## config.mk

```make
export PLATFORM = sky130hd
export DESIGN_NAME = apb_bus_arbiter_flat
export DESIGN_NICKNAME = d
export VERILOG_FILES = /design/src/rtl/apb_bus_arbiter_if.sv /design/src/rtl/apb_bus_arbiter.sv /design/src/flat_wrapper.sv
export SDC_FILE = /design/constraint.sdc
export NUM_CORES = 1
export LEC_CHECK = 0
export BUFFER_PORTS_ARGS = -buffer_cell sky130_fd_sc_hd__buf_2
export CAP_MARGIN = 20
export CORE_AREA = 2 2 78 95
export CTS_CLUSTER_SIZE = 40
export DETAILED_ROUTE_END_ITERATION = 6
export DIE_AREA = 0 0 80 97
export GPL_TIMING_DRIVEN = 0
export PLACE_DENSITY = 0.7
export SYNTH_ARGS = -nofsm -noshare
export SYNTH_HDL_FRONTEND = slang
export SYNTH_SLANG_ARGS = --single-unit
```

## constraint.sdc

```tcl
create_clock -name clk -period 1.75 [get_ports clk]
set_input_delay 0.175 -clock clk [delete_from_list [all_inputs] [get_ports clk]]
set_output_delay 0.175 -clock clk [all_outputs]
set_load 0.1 [all_outputs]
```

## src/rtl/apb_bus_arbiter_if.sv

```systemverilog
`default_nettype none
// ============================================================================
// Module   : apb_bus_arbiter_if
// Brief    : Requester-side and APB-side signal bundle of the two-port arbiter.
// Revision : 1.0 - initial release
// ============================================================================
interface apb_bus_arbiter_if #(
    parameter int ADDR_W = 8,
    parameter int DATA_W = 16
);
    logic              req0;
    logic              wr0;
    logic [ADDR_W-1:0] addr0;
    logic [DATA_W-1:0] wdata0;
    logic              req1;
    logic              wr1;
    logic [ADDR_W-1:0] addr1;
    logic [DATA_W-1:0] wdata1;
    logic              done0;
    logic              done1;
    logic              err;
    logic [DATA_W-1:0] rdata;

    logic              psel;
    logic              penable;
    logic              pwrite;
    logic [ADDR_W-1:0] paddr;
    logic [DATA_W-1:0] pwdata;
    logic [DATA_W-1:0] prdata;
    logic              pready;

    // Arbiter view: drives completions and the APB request phase.
    modport master (
        input  req0, wr0, addr0, wdata0,
        input  req1, wr1, addr1, wdata1,
        output done0, done1, err, rdata,
        output psel, penable, pwrite, paddr, pwdata,
        input  prdata, pready
    );

    // Environment view: requesters plus the APB slave.
    modport slave (
        output req0, wr0, addr0, wdata0,
        output req1, wr1, addr1, wdata1,
        input  done0, done1, err, rdata,
        input  psel, penable, pwrite, paddr, pwdata,
        output prdata, pready
    );
endinterface
`default_nettype wire

```

## src/rtl/apb_bus_arbiter.sv

```systemverilog
`default_nettype none
// ============================================================================
// Module   : apb_bus_arbiter
// Brief    : Round-robin two-requester APB master with wait-state timeout.
// Revision : 1.0 - initial release
// ============================================================================
module apb_bus_arbiter #(
    parameter int ADDR_W  = 8,
    parameter int DATA_W  = 16,
    parameter int TIMEOUT = 15
) (
    input  wire logic         clk,
    input  wire logic         rst,
    apb_bus_arbiter_if.master bus
);

    typedef enum logic [1:0] {
        S_IDLE   = 2'd0,
        S_SETUP  = 2'd1,
        S_ACCESS = 2'd2
    } state_t;

    // Value of the wait counter at the edge that must abort the transfer.
    localparam logic [7:0] c_wait_last = 8'(TIMEOUT - 1);

    state_t            r_state;
    logic [7:0]        r_wait_cnt;
    logic              r_rr_ptr;
    logic              r_owner;
    logic              r_psel;
    logic              r_penable;
    logic              r_pwrite;
    logic [ADDR_W-1:0] r_paddr;
    logic [DATA_W-1:0] r_pwdata;
    logic [DATA_W-1:0] r_rdata;
    logic              r_done0;
    logic              r_done1;
    logic              r_err;

    logic              w_elig0;
    logic              w_elig1;
    logic              w_grant_any;
    logic              w_winner;

    // A requester whose done pulse is showing is not eligible this cycle.
    always_comb begin
        w_elig0     = bus.req0 && !r_done0;
        w_elig1     = bus.req1 && !r_done1;
        w_grant_any = w_elig0 || w_elig1;
        if (w_elig0 && w_elig1) begin
            w_winner = ~r_rr_ptr;
        end else begin
            w_winner = w_elig1;
        end
    end

    always_ff @(posedge clk or negedge rst) begin
        if (!rst) begin
            r_state    <= S_IDLE;
            r_wait_cnt <= 8'd0;
            r_rr_ptr   <= 1'b1;
            r_owner    <= 1'b0;
            r_psel     <= 1'b0;
            r_penable  <= 1'b0;
            r_pwrite   <= 1'b0;
            r_paddr    <= '0;
            r_pwdata   <= '0;
            r_rdata    <= '0;
            r_done0    <= 1'b0;
            r_done1    <= 1'b0;
            r_err      <= 1'b0;
        end else begin
            r_done0 <= 1'b0;
            r_done1 <= 1'b0;
            r_err   <= 1'b0;
            case (r_state)
                S_IDLE: begin
                    r_psel    <= 1'b0;
                    r_penable <= 1'b0;
                    if (w_grant_any) begin
                        r_state    <= S_SETUP;
                        r_psel     <= 1'b1;
                        r_owner    <= w_winner;
                        r_rr_ptr   <= w_winner;
                        r_wait_cnt <= 8'd0;
                        r_pwrite   <= w_winner ? bus.wr1    : bus.wr0;
                        r_paddr    <= w_winner ? bus.addr1  : bus.addr0;
                        r_pwdata   <= w_winner ? bus.wdata1 : bus.wdata0;
                    end
                end
                S_SETUP: begin
                    r_state   <= S_ACCESS;
                    r_psel    <= 1'b1;
                    r_penable <= 1'b1;
                end
                S_ACCESS: begin
                    if (bus.pready) begin
                        r_state    <= S_IDLE;
                        r_psel     <= 1'b0;
                        r_penable  <= 1'b0;
                        r_wait_cnt <= 8'd0;
                        r_done0    <= !r_owner;
                        r_done1    <= r_owner;
                        if (!r_pwrite) begin
                            r_rdata <= bus.prdata;
                        end
                    end else if (r_wait_cnt == c_wait_last) begin
                        r_state    <= S_IDLE;
                        r_psel     <= 1'b0;
                        r_penable  <= 1'b0;
                        r_wait_cnt <= 8'd0;
                        r_done0    <= !r_owner;
                        r_done1    <= r_owner;
                        r_err      <= 1'b1;
                        r_rdata    <= '0;
                    end else begin
                        r_wait_cnt <= r_wait_cnt + 8'd1;
                    end
                end
                default: begin
                    r_state   <= S_IDLE;
                    r_psel    <= 1'b0;
                    r_penable <= 1'b0;
                end
            endcase
        end
    end

    assign bus.psel    = r_psel;
    assign bus.penable = r_penable;
    assign bus.pwrite  = r_pwrite;
    assign bus.paddr   = r_paddr;
    assign bus.pwdata  = r_pwdata;
    assign bus.rdata   = r_rdata;
    assign bus.done0   = r_done0;
    assign bus.done1   = r_done1;
    assign bus.err     = r_err;

    a_penable_needs_psel : assert property (@(posedge clk) disable iff (!rst)
        r_penable |-> r_psel);
    a_single_done : assert property (@(posedge clk) disable iff (!rst)
        !(r_done0 && r_done1));

endmodule
`default_nettype wire

```

## src/flat_wrapper.sv

```systemverilog
// flat-port wrapper written by rule: the top's interface ports become plain ports
module apb_bus_arbiter_flat 
#(
    parameter int ADDR_W  = 8,
    parameter int DATA_W  = 16,
    parameter int TIMEOUT = 15
)
  (clk, rst, bus_req0, bus_wr0, bus_addr0, bus_wdata0, bus_req1, bus_wr1, bus_addr1, bus_wdata1, bus_done0, bus_done1, bus_err, bus_rdata, bus_psel, bus_penable, bus_pwrite, bus_paddr, bus_pwdata, bus_prdata, bus_pready);
  apb_bus_arbiter_if #(.ADDR_W(ADDR_W), .DATA_W(DATA_W)) bus_i ();
  input  wire logic clk;
  input  wire logic rst;
  input wire logic [$bits(bus_i.req0)-1:0] bus_req0;
  input wire logic [$bits(bus_i.wr0)-1:0] bus_wr0;
  input wire logic [$bits(bus_i.addr0)-1:0] bus_addr0;
  input wire logic [$bits(bus_i.wdata0)-1:0] bus_wdata0;
  input wire logic [$bits(bus_i.req1)-1:0] bus_req1;
  input wire logic [$bits(bus_i.wr1)-1:0] bus_wr1;
  input wire logic [$bits(bus_i.addr1)-1:0] bus_addr1;
  input wire logic [$bits(bus_i.wdata1)-1:0] bus_wdata1;
  output wire logic [$bits(bus_i.done0)-1:0] bus_done0;
  output wire logic [$bits(bus_i.done1)-1:0] bus_done1;
  output wire logic [$bits(bus_i.err)-1:0] bus_err;
  output wire logic [$bits(bus_i.rdata)-1:0] bus_rdata;
  output wire logic [$bits(bus_i.psel)-1:0] bus_psel;
  output wire logic [$bits(bus_i.penable)-1:0] bus_penable;
  output wire logic [$bits(bus_i.pwrite)-1:0] bus_pwrite;
  output wire logic [$bits(bus_i.paddr)-1:0] bus_paddr;
  output wire logic [$bits(bus_i.pwdata)-1:0] bus_pwdata;
  input wire logic [$bits(bus_i.prdata)-1:0] bus_prdata;
  input wire logic [$bits(bus_i.pready)-1:0] bus_pready;
  assign bus_i.req0 = bus_req0;
  assign bus_i.wr0 = bus_wr0;
  assign bus_i.addr0 = bus_addr0;
  assign bus_i.wdata0 = bus_wdata0;
  assign bus_i.req1 = bus_req1;
  assign bus_i.wr1 = bus_wr1;
  assign bus_i.addr1 = bus_addr1;
  assign bus_i.wdata1 = bus_wdata1;
  assign bus_done0 = bus_i.done0;
  assign bus_done1 = bus_i.done1;
  assign bus_err = bus_i.err;
  assign bus_rdata = bus_i.rdata;
  assign bus_psel = bus_i.psel;
  assign bus_penable = bus_i.penable;
  assign bus_pwrite = bus_i.pwrite;
  assign bus_paddr = bus_i.paddr;
  assign bus_pwdata = bus_i.pwdata;
  assign bus_i.prdata = bus_prdata;
  assign bus_i.pready = bus_pready;
  apb_bus_arbiter #(.ADDR_W(ADDR_W), .DATA_W(DATA_W), .TIMEOUT(TIMEOUT)) u_core (.clk(clk), .rst(rst), .bus(bus_i));
endmodule
```

# Yosys cells after proc, flatten, opt, wreduce, memory -nomap -nowiden

Index checks and enable logic that the tools add are counted.

Bits in registers: 58
Bits of input ports: 71
Output and inout bits: 46
Logic and storage cells: 64

Add/sub/neg operators: 1
Equal/unequal tests: 6
Mux-type cells: 29
Bitwise logic cells: 1
Reductions and logical operators: 14

Operators by type and width:

| cell                                                  | count |
|---|---|
| two-way mux 16 bit                                    | 4 |
| two-way mux 8 bit                                     | 4 |
| one-hot mux 8 bit (2 select lines)                    | 1 |
| two-way mux 1 bit                                     | 14 |
| adder 8 x 1 -> 8 bit, second input constant           | 1 |
| == test 8 x 4 -> 1 bit, second input constant         | 1 |
| two-way mux 2 bit                                     | 3 |
| one-hot mux 2 bit (3 select lines)                    | 1 |
| AND reduction 2 bit                                   | 3 |
| nonzero test 2 bit                                    | 2 |
| logical AND 1 bit                                     | 3 |
| zero test 1 bit                                       | 3 |
| inequality test 3 x 2 -> 1 bit, second input constant | 1 |
| one-hot mux 1 bit (3 select lines)                    | 1 |
| AND reduction 3 bit                                   | 1 |
| == test 2 x 1 -> 1 bit, second input constant         | 1 |
| == test 2 bit, second input constant                  | 1 |
| zero test 2 bit                                       | 1 |
| inequality test 2 x 1 -> 1 bit, second input constant | 1 |
| inequality test 2 bit, second input constant          | 1 |
| one-hot mux 1 bit (2 select lines)                    | 1 |
| logical OR 1 bit                                      | 1 |
| inverter 1 bit                                        | 1 |

# Depth between registers and ports, before layout

Depth after elaboration: 5
Depth in mapped cells: 7
Gate-level depth less buffers: 6

# Least setup slack after synthesis

No wires, ideal clock.

Path kind: register to register
From: register u_core.r_done0, in the netlist u_core.bus.done0
To: register u_core.r_pwdata[10], in the netlist u_core.bus.pwdata[10]
Library setup time: 132 ps
Arrival time: 1,952 ps
Data required time: 1,618 ps
Setup slack: -334 ps
Cell stages (with the launch flop): 6
Path buffers: 2
Clock period less this slack: 2,084 ps
Path through: dfrtp_1 > and2b_2 > o21ai_1 > buf_2 > clkbuf_1 > o21ai_1

Word-level cells in the longest chain between the ends: 5
Elaborated cells on any way between the ends: 7
Classes of those cells: mux: 2; reduce/logical: 5

Ends and longest elaborated chain:

| element                | RTL line               | source |
|---|---|---|
| from (decl)            | apb_bus_arbiter.sv:36  | `logic r_done0;` |
| from (signal assigned) | apb_bus_arbiter.sv:102 | `r_done0 <= !r_owner;` |
| from (signal assigned) | apb_bus_arbiter.sv:112 | `r_done0 <= !r_owner;` |
| zero test 1 bit *      | apb_bus_arbiter.sv:47  | `w_elig0 = bus.req0 && !r_done0;` |
| logical AND 1 bit *    | apb_bus_arbiter.sv:47  |  |
| logical AND 1 bit      | apb_bus_arbiter.sv:50  | `if (w_elig0 && w_elig1) begin` |
| two-way mux 1 bit      | apb_bus_arbiter.sv:50  |  |
| two-way mux 16 bit     | apb_bus_arbiter.sv:88  | `r_pwdata <= w_winner ? bus.wdata1 : bus.wdata0;` |
| to (signal assigned)   | apb_bus_arbiter.sv:88  |  |
| to (decl)              | apb_bus_arbiter.sv:34  | `logic [DATA_W-1:0] r_pwdata;` |

Every way passes the cells marked *; elsewhere a longest branch is shown, timed or not.
A chain may end at the register's enable or synchronous reset.

# Worst setup path after layout

From: register u_core.r_done0, in the netlist u_core.bus.done0
To: register u_core.r_paddr[4], in the netlist u_core.bus.paddr[4]

Word-level cells in the longest chain between the ends: 5
Elaborated cells on any way between the ends: 7
Classes of those cells: mux: 2; reduce/logical: 5

Ends and longest elaborated chain:

| element              | RTL line              | source |
|---|---|---|
| zero test 1 bit *    | apb_bus_arbiter.sv:47 |  |
| logical AND 1 bit *  | apb_bus_arbiter.sv:47 |  |
| logical AND 1 bit    | apb_bus_arbiter.sv:50 |  |
| two-way mux 1 bit    | apb_bus_arbiter.sv:50 |  |
| two-way mux 8 bit    | apb_bus_arbiter.sv:87 | `r_paddr <= w_winner ? bus.addr1 : bus.addr0;` |
| to (signal assigned) | apb_bus_arbiter.sv:87 |  |
| to (decl)            | apb_bus_arbiter.sv:33 | `logic [ADDR_W-1:0] r_paddr;` |

Marks and branches as above.

==> metrics <==
Final #Nets=429; endpoint type of the worst setup path=flop; most frequent cells in the layout=buf_2, dfrtp_1, nand2_1; CP startpoint kind=flop; First DRT Iteration DRCs=56; Synth Area per Inst=11.40 sq um; root buffer cell=clkbuf_8; Ys Warns=0; slew of the pin with the lowest slew margin=0.5071 ns; Data arrival, critical path=1.85 ns; Routability Congestion=0.8089; Clock Sinks=58; antenna cells=0; via count=2187; Detailed Routing Iterations Pass 1=4; Mapped Nets=298; Initial Utilization=37.88%; Max Slew Vio Count=0; grt ovf=0; chip height=97 um; multi-input logic area=1052 sq um; Post-Route Setup TNS=0 ns; mapped cell area=2565 sq um; Placed Instances=429; vias per cell=4.904; Layout fillers=657; ys async rst share=100.0%; largest cells by area after synthesis=dfrtp_1, mux2i_1, o21ai_1; crit path time final=1.645 ns; R2R depth=6; max frequency=608.0 MHz; Clock Latency Late Sink=0.33 ns; Reg area=1459 sq um; IO Port Bufs=116; ys flop type=dfrtp_1; crit path kind=reg2reg; most common cell after layout, fill and taps aside=buf_2; hold endpoint=u_core.bus.rdata[4]$_DFFE_PN0P_; Avg WL per Cell=13.55 um; Rows=33; post-synth top area cell=dfrtp_1; first-pass GRT wire length=10070 um; chip width=80 um; vias in the first global route=2192; Non-Filler Instances=446; ANT nets after route=0; largest net degree at the start of global routing=41; GRT Overall Usage=16.48%; hold path startpoint=bus_prdata[4]; RR Endpoint=u_core.bus.paddr[4]$_DFFE_PN0P_; Synth cell types=41; setup violators final=0; Num CTS Buffers=9; CTS tree=yes; total wire length=6045 um; final cycle utilization of the critical path=93.99%; initial antenna violation count=0; DRC=0; Crit Reg-Reg Startpoint=u_core.bus.done0$_DFF_PN0_; max-cap violation count=0; normalized max-slew margin=66.43%; R2R setup slack=0.11 ns; EDFF count, synth=0; outcome=completed; worst hold path depth=2; Fin. Hold Viols=0; Post-Synthesis Cells=225; clock buffer depth=2; Synth-to-Final Area Change=36.73%; Die ar.=7760 sq um; share of layout cells above drive strength 1=43.45%; DP Wirelength=4473 um; Fin Hold WS=0.06334 ns; Core Area=6771 sq um; worst-path maximum fanout=10; Worst-path clk slew=0.06 ns; worst clock skew=0.005573 ns; CP required=1.95 ns; I/O pin count=117; htree depth=3; top cell type's share of synthesized area=55.61%; synthesized flop and latch total=58; register area share after synthesis=56.63%; worst hold path type=in2reg
==> through the flow <==
step           setup WS [ns]  util, %  instance area, sq um
6_report              0.1052    51.79                  3507
5_1_grt          -0.00009082    51.79                  3507
4_1_cts             0.006649    51.26                  3471
3_5_place_dp         -0.1001    48.54                  3287
3_3_place_gp        -0.06877    48.24                  3267
2_1_floorplan      0.0008762        -                  2577
==> kinds of logic (layout without fill, tap and decap cells) <==
| group | count (synthesis) | after routing | synth area share [%] |
|---|---|---|---|
| flip-flops | 58 | 58 | 56.63 |
| AND/OR/NAND/NOR | 59 | 59 | 11.71 |
| XOR/XNOR | 2 | 2 | 0.6831 |
| adder cells (fa/ha/maj) | 2 | 2 | 0.9755 |
| multiplexers | 25 | 25 | 9.756 |
| buffers and inverters | 15 | 149 | 3.220 |
| AO/OA/AOI/OAI | 64 | 64 | 17.02 |
==> worst max path at each step <==
stage | from | to | slack, ns | depth (start not counted)
2_1_floorplan | u_core.bus.done0$_DFF_PN0_ | u_core.bus.pwdata[3]$_DFFE_PN0P_ | 0.0009 | 6
3_3_place_gp | u_core.r_wait_cnt[0]$_DFFE_PN0P_ | u_core.bus.rdata[12]$_DFFE_PN0P_ | -0.07 | 7
3_5_place_dp | u_core.r_wait_cnt[0]$_DFFE_PN0P_ | u_core.bus.rdata[12]$_DFFE_PN0P_ | -0.10 | 7
4_1_cts | u_core.r_wait_cnt[0]$_DFFE_PN0P_ | u_core.bus.rdata[12]$_DFFE_PN0P_ | 0.007 | 7
5_1_grt | u_core.bus.done0$_DFF_PN0_ | u_core.bus.paddr[6]$_DFFE_PN0P_ | -0.00009 | 6
6_report | u_core.bus.done0$_DFF_PN0_ | u_core.bus.paddr[4]$_DFFE_PN0P_ | 0.11 | 6
==> final cells by class <==
type / instances / share of cell area (%)
flip-flops and latches: 58 / 41.60
multi-input cells: 152 / 30.00
repair buffers: 121 / 18.05
clock buffers: 11 / 4.031
well taps: 87 / 3.104
plain buffers: 10 / 2.248
clock inverters: 3 / 0.5351
inverters: 4 / 0.4281
==> metal layers <==
layer  part of all wire [%]  GRT usage [%]  vias to the layer above
met2                     52          28.78                       76
met3                    5.4          4.757                        4
li1                       -              -                     1071
met5                      0              0                        -
met4                   0.61          5.476                        0
met1                     42          18.97                     1036
==> Yosys cell counts, types with 3 or more instances <==
| cell | n |
|---|---|
| a21oi_1 | 3 |
| a22o_1 | 16 |
| buf_2 | 6 |
| dfrtp_1 | 57 |
| inv_1 | 4 |
| mux2i_1 | 25 |
| nand2_1 | 31 |
| nand3_1 | 3 |
| nor2_1 | 6 |
| nor3_1 | 3 |
| o21ai_0 | 3 |
| o21ai_1 | 30 |
==> flip-flops by register name (all words and copies together) (netlist names) <==
register	flops
u_core.r_wait_cnt	8
u_core.r_state	2
u_core.bus.penable	1
u_core.bus.done0	1
u_core.bus.pwdata	16
u_core.bus.rdata	16
u_core.bus.psel	1
u_core.r_rr_ptr	1
u_core.bus.done1	1
u_core.bus.paddr	8
u_core.bus.err	1
u_core.bus.pwrite	1
u_core.r_owner	1
==> critical path, cell delays in order, from the launching register on <==
cell and delay [ns]:
dfrtp_4 0.47, and2b_2 0.29, a21bo_1 0.16, buf_8 0.17, buf_8 0.17, mux2i_1 0.20, o21ai_1 0.07
==> repair_timing <==
item | 4_1_cts | 5_1_grt
setup buffers | 0 | 3
pin swaps | 0 | 0
hold buffers | 1 | 0
endpoints found under the hold margin | 17 | 0
resized for setup | 3 | 5
setup endpoints to repair | 21 | 30
Power is left out: the tool's default activity adds up to more than one toggle a clock period on the data nets, which glitch-free logic cannot reach.
